### src/rtl/scan_mod_counter.sv
// Scan-testable modulo up/down counter with synchronous load, sticky wrap flag
// and a WIDTH+1 bit scan chain (si -> count[0..WIDTH-1] -> ovf -> so).
module scan_mod_counter #(
  parameter int WIDTH   = 3,
  parameter int MODULUS = 8,
  parameter int RST_VAL = 0
) (
  input  logic             clk,
  input  logic             rst,
  input  logic             se,
  input  logic             si,
  input  logic             en,
  input  logic             up_dn,
  input  logic             ld,
  input  logic [WIDTH-1:0] ld_val,
  input  logic             clr_ovf,
  output logic [WIDTH-1:0] count,
  output logic             ovf,
  output logic             tc,
  output logic             so
);

  // MODULUS may equal 2**WIDTH, so range compares use one extra bit.
  localparam logic [WIDTH:0]   MAX_EXT = (WIDTH+1)'(MODULUS - 1);
  localparam logic [WIDTH-1:0] MAX_VAL = WIDTH'(MODULUS - 1);
  localparam logic [WIDTH-1:0] RST_CNT = WIDTH'(RST_VAL);

  logic [WIDTH-1:0] count_nxt;
  logic             ovf_nxt;
  logic             wrap;

  function automatic logic [WIDTH-1:0] sat_load(input logic [WIDTH-1:0] v);
    if ({1'b0, v} <= MAX_EXT) return v;
    else                      return MAX_VAL;
  endfunction

  always_comb begin
    count_nxt = count;
    ovf_nxt   = ovf;
    wrap      = 1'b0;
    if (se) begin
      count_nxt = {count[WIDTH-2:0], si};
      ovf_nxt   = count[WIDTH-1];
    end else begin
      if (ld) begin
        count_nxt = sat_load(ld_val);
      end else if (en) begin
        if (up_dn) begin
          // Out-of-range values left by a scan shift also wrap to zero.
          if ({1'b0, count} >= MAX_EXT) begin
            count_nxt = '0;
            wrap      = 1'b1;
          end else begin
            count_nxt = count + WIDTH'(1);
          end
        end else begin
          if (count == '0) begin
            count_nxt = MAX_VAL;
            wrap      = 1'b1;
          end else begin
            count_nxt = count - WIDTH'(1);
          end
        end
      end
      if (clr_ovf) ovf_nxt = 1'b0;
      if (wrap)    ovf_nxt = 1'b1;
    end
  end

  always_ff @(posedge clk or posedge rst) begin
    if (rst) begin
      count <= RST_CNT;
      ovf   <= 1'b0;
    end else begin
      count <= count_nxt;
      ovf   <= ovf_nxt;
    end
  end

  assign tc = ~se & ~ld & en & (up_dn ? (count == MAX_VAL) : (count == '0));
  assign so = ovf;

endmodule

### config.mk
export PLATFORM = sky130hd
export DESIGN_NAME = scan_mod_counter
export DESIGN_NICKNAME = d
export VERILOG_FILES = /design/src/rtl/scan_mod_counter.sv
export SDC_FILE = /design/constraint.sdc
export NUM_CORES = 1
export LEC_CHECK = 0
export ABC_AREA = 1
export BUFFER_PORTS_ARGS = -buffer_cell sky130_fd_sc_hd__buf_4
export CAP_MARGIN = 20
export CORE_AREA = 2 2 39 41
export DETAILED_ROUTE_END_ITERATION = 16
export DIE_AREA = 0 0 41 43
export SYNTH_ARGS = -nofsm -noshare
export SYNTH_HDL_FRONTEND = slang
export SYNTH_SLANG_ARGS = --single-unit
### constraint.sdc
create_clock -name clk -period 2 [get_ports clk]
set_clock_uncertainty 0.05 [all_clocks]
set_input_delay 0.2 -clock clk [delete_from_list [all_inputs] [get_ports clk]]
set_output_delay 0.2 -clock clk [all_outputs]
set_load 0.01 [all_outputs]
==> Word level (Yosys, flattened, before mapping) <==
Cells that the tools add are included.
{ "word_totals": {"regBits": 4, "latchBits": 0, "mem_bits_rw": 0, "rom_bits": 0, "inputBits": 11, "out_inout_bits": 6, "wordCells": 30, "memories": 0} }
{ "op_classes": {"add_sub_neg": 2, "n_mul": 0, "div": 0, "magnitude_cmp": 1, "eq_ne": 1, "n_shift": 0, "mux": 16, "bitwise_logic": 5, "n_reduce_logical": 3} }
{ "op_table": {"columns": ["cell", "count"], "rows": [
  ["3-bit two-way mux", 6],
  ["1-bit two-way mux", 10],
  ["3-bit nonzero test", 2],
  ["3-bit by 1-bit adder with 3-bit output, second input constant", 1],
  ["1-bit AND", 3],
  ["3-bit equality test, second input constant", 1],
  ["3-bit greater-or-equal comparator, second input constant", 1],
  ["3-bit zero test", 1],
  ["3-bit by 1-bit subtractor with 3-bit output, second input constant", 1],
  ["1-bit inverter", 2]
]} }

==> Longest topological paths before layout <==
{ "logic_depth": {"word_depth": 8, "depth_mapped": 8, "ltp_nobuf": 8} }

==> Least setup slack after synthesis <==
OpenSTA, ideal clock, no wires.
{ "synth_timing": {"path_kind": "flip-flop to output port", "startpoint": "reg count[0]", "endpoint": "out tc", "arrival_ns": 1.164, "required_ns": 1.750, "setup_slack_ns": 0.586, "stages_incl_launch_ff": 7, "n_path_buf": 0, "path_cell_list": "dfrtp_1 inv_1 ha_1 nand2_1 nand2_1 nand2_1 nor3_1"} }
{ "synth_via": {"elab_chain_cells": 3, "word_cells_on_any_way": 4, "cone_classes": "eq/ne (1); mux (1); bitwise (1); reduce/logical (1)"} }
{ "synth_lines": {"columns": ["item", "line_no", "text"], "rows": [
  ["start: declaration", "17", "output logic [WIDTH-1:0] count,"],
  ["start signal: assignment", "75", "count <= count_nxt;"],
  ["3-bit equality test / 3-bit zero test (equally long branches)", "80", "assign tc = ~se & ~ld & en & (up_dn ? (count == MAX_VAL) : (count == '0));"],
  ["1-bit two-way mux *", "80", null],
  ["1-bit AND *", "80", null],
  ["end: declaration", "19", "output logic tc,"]
]} }
Mark *: on every way between the ends. The rest lies on a longest branch, timed or not.

==> Final worst setup path <==
Ends and elaborated chain as after synthesis.

==> qor.yml <==
status: "finished, final reports clean"
fin_crit_sh_pct: 87.8
power_density_nw_per_um2: 646
drive_above_1_share_pct: 32.5
via_per_inst: 4.47
hpwl_um: 808
rows: 14
worst_slew_pin_slew_ns: 0.246
synth_cell_types: 15
power_mw: 0.362
numCtsBuffers: 3
min_period_ns: 1.76
cts_resized: 0
path_clk_slew_ns: 0.04
drv_slew: 0
arrival_ns: 1.51
hold_ws_ns: 0.245
clk_latency_ns: 0.23
synth_area_um2: 395
synthCells: 64
drt-total-wl_um: 983
diodes: 0
io_buffers: 16
grt_usage_pct: 13.7
relSlewSlack_pct: 83.6
rsz0062_at_grt: "no"
max-cap-violations: 0
synth_top_area_share_pct: 25.3
synth.ff_latch_count: 4
drt-wirelength-per-cell_um: 9.93
timing.fmax_ghz: 0.570
endpoint_kind: "primary output"
h-tree-depth: 1
dieArea_um2: 1760
synth_flop_cell: "dfrtp_1"
drc_errors: 0
grt_pass1_vias: 406
setup_viol: 0
antenna_found_initial: 0
yosysMostFrequentCell: "nand2_1"
crit_type: "reg -> out"
gr-total-overflow: 0
holdPathStages: 4
cts_tree: "built"
critPathMaxFanout: 8
cts_root_buf: "clkbuf_4"
drtPass1Iterations: 4
synth_nets: 79
grt_pass1_wl_mm: 1.61
reg2reg_slack_ns: 0.53
grt_max_degree: 9
finalHoldViolations: 0
antenna_left: 0
cp.required_ns: 1.75
vdd_drop_max_uv: 354
synth_area_leader_cell: "dfrtp_1"
ys_seq_area_share_pct: 25.3
finalNetCount: 100
hp-class: "in -> reg"
crit_path_start_kind: "flop"
clock-sinks: 4
start_util_pct: 28.6
route.vias.total: 443
synth_commonest_cells: "nand2_1, nor2_1, nand3_1"
synth_edf_count: 0
p_leak_nw: 0.315
die_h_um: 43
core-area_um2: 1380
gp_congestion: 0.753
first_iter_violations: 3
synth.avg_cell_area_um2: 6.18
io_pins: 17
async_flop_share_pct: 100
die_x_um: 41
fin_setup_tns_ns: 0
r2r_cells: 7
cts_buffer_depth: 2
ys.warnings.count: 0
syn2layout_area_growth_pct: 41.8
ys_top_cells_by_area: "dfrtp_1, nand2_1, ha_1, nand3_1, nor2_1"
[worst max-delay path, stage by stage, from the launching register on]
cell	delay (ns)
dfrtp_1	0.45
ha_1	0.23
ha_1	0.19
nor2_2	0.18
nor3_1	0.07
buf_4	0.14
[state kept, by name, indices dropped and copies added (netlist names)]
name	cells
ovf	1
count	3
[stage by stage]
step	setup WS [ns]	std cells	util, %	area, um2
final	0.245	99	40.5	561
after global routing	0.0885	99	40.5	561
after CTS	0.236	99	40.5	561
after detailed placement	0.495	95	38.2	528
after global placement	0.536	95	38.2	528
after floorplan	0.586	64	-	395
[per-layer routing]
layer  GRT usage [%]  share of wire (%)  vias up
met4            4.00                  0        0
met5               0                  0        -
met2            20.3                 51       10
met1            17.3                 45      194
li1                -                  -      239
met3            6.28                3.5        0
[cell type report]
class | instances | area (um2)
flip-flops and latches | 4 | 100
clock buffers | 3 | 22.5
fillers | 163 | 823
multi-input cells | 50 | 254
well taps | 16 | 20.0
inverters | 9 | 33.8
repair buffers | 17 | 130
[power by group]
part | switching, mW | internal, mW | total (mW)
combinational | 0.0747 | 0.0702 | 0.145
clock | 0.0334 | 0.0672 | 0.101
sequential | 0.0224 | 0.0941 | 0.116
[cell families (layout without fill, tap and decap cells)]
group,count (synthesis),count (layout),synth area share (%)
adder cells (fa/ha/maj),4,4,12.7
flip-flops,4,4,25.3
AO/OA/AOI/OAI,7,7,9.81
buffers and inverters,10,29,10.4
AND/OR/NAND/NOR,39,39,41.8
[cells in the final DEF, fill, tap and decap left out]
cell type	instances
inv_2	4
inv_1	5
clkbuf_4	3
o21ai_0	2
nor2_1	9
a21oi_2	1
nand2_2	1
a21oi_1	3
o21ai_1	1
ha_1	4
nor2_2	2
nand2_1	18
dlygate4sd3_1	1
nor3_1	1
dfrtp_1	4
buf_4	16
nand3_1	8
[final timing paths]
| path | to | from |
|---|---|---|
| max | tc | count[0]$_DFFE_PP0P_ |
| min | ovf$_DFFE_PP0P_ | clr_ovf |
| max reg2reg | count[1]$_DFFE_PP0P_ | count[0]$_DFFE_PP0P_ |
| min reg2reg | ovf$_DFFE_PP0P_ | ovf$_DFFE_PP0P_ |
| max in group asynchronous | count[1]$_DFFE_PP0P_ | rst |
| min in group asynchronous | ovf$_DFFE_PP0P_ | rst |
[timing repair]
action | CTS | global route
hold buffers | 1 | 0
endpoints found under the hold margin | 4 | 0
endpoints found under the setup margin | 0 | 0
setup buffers | 0 | 0
Power figures use the tool's default switching activity.
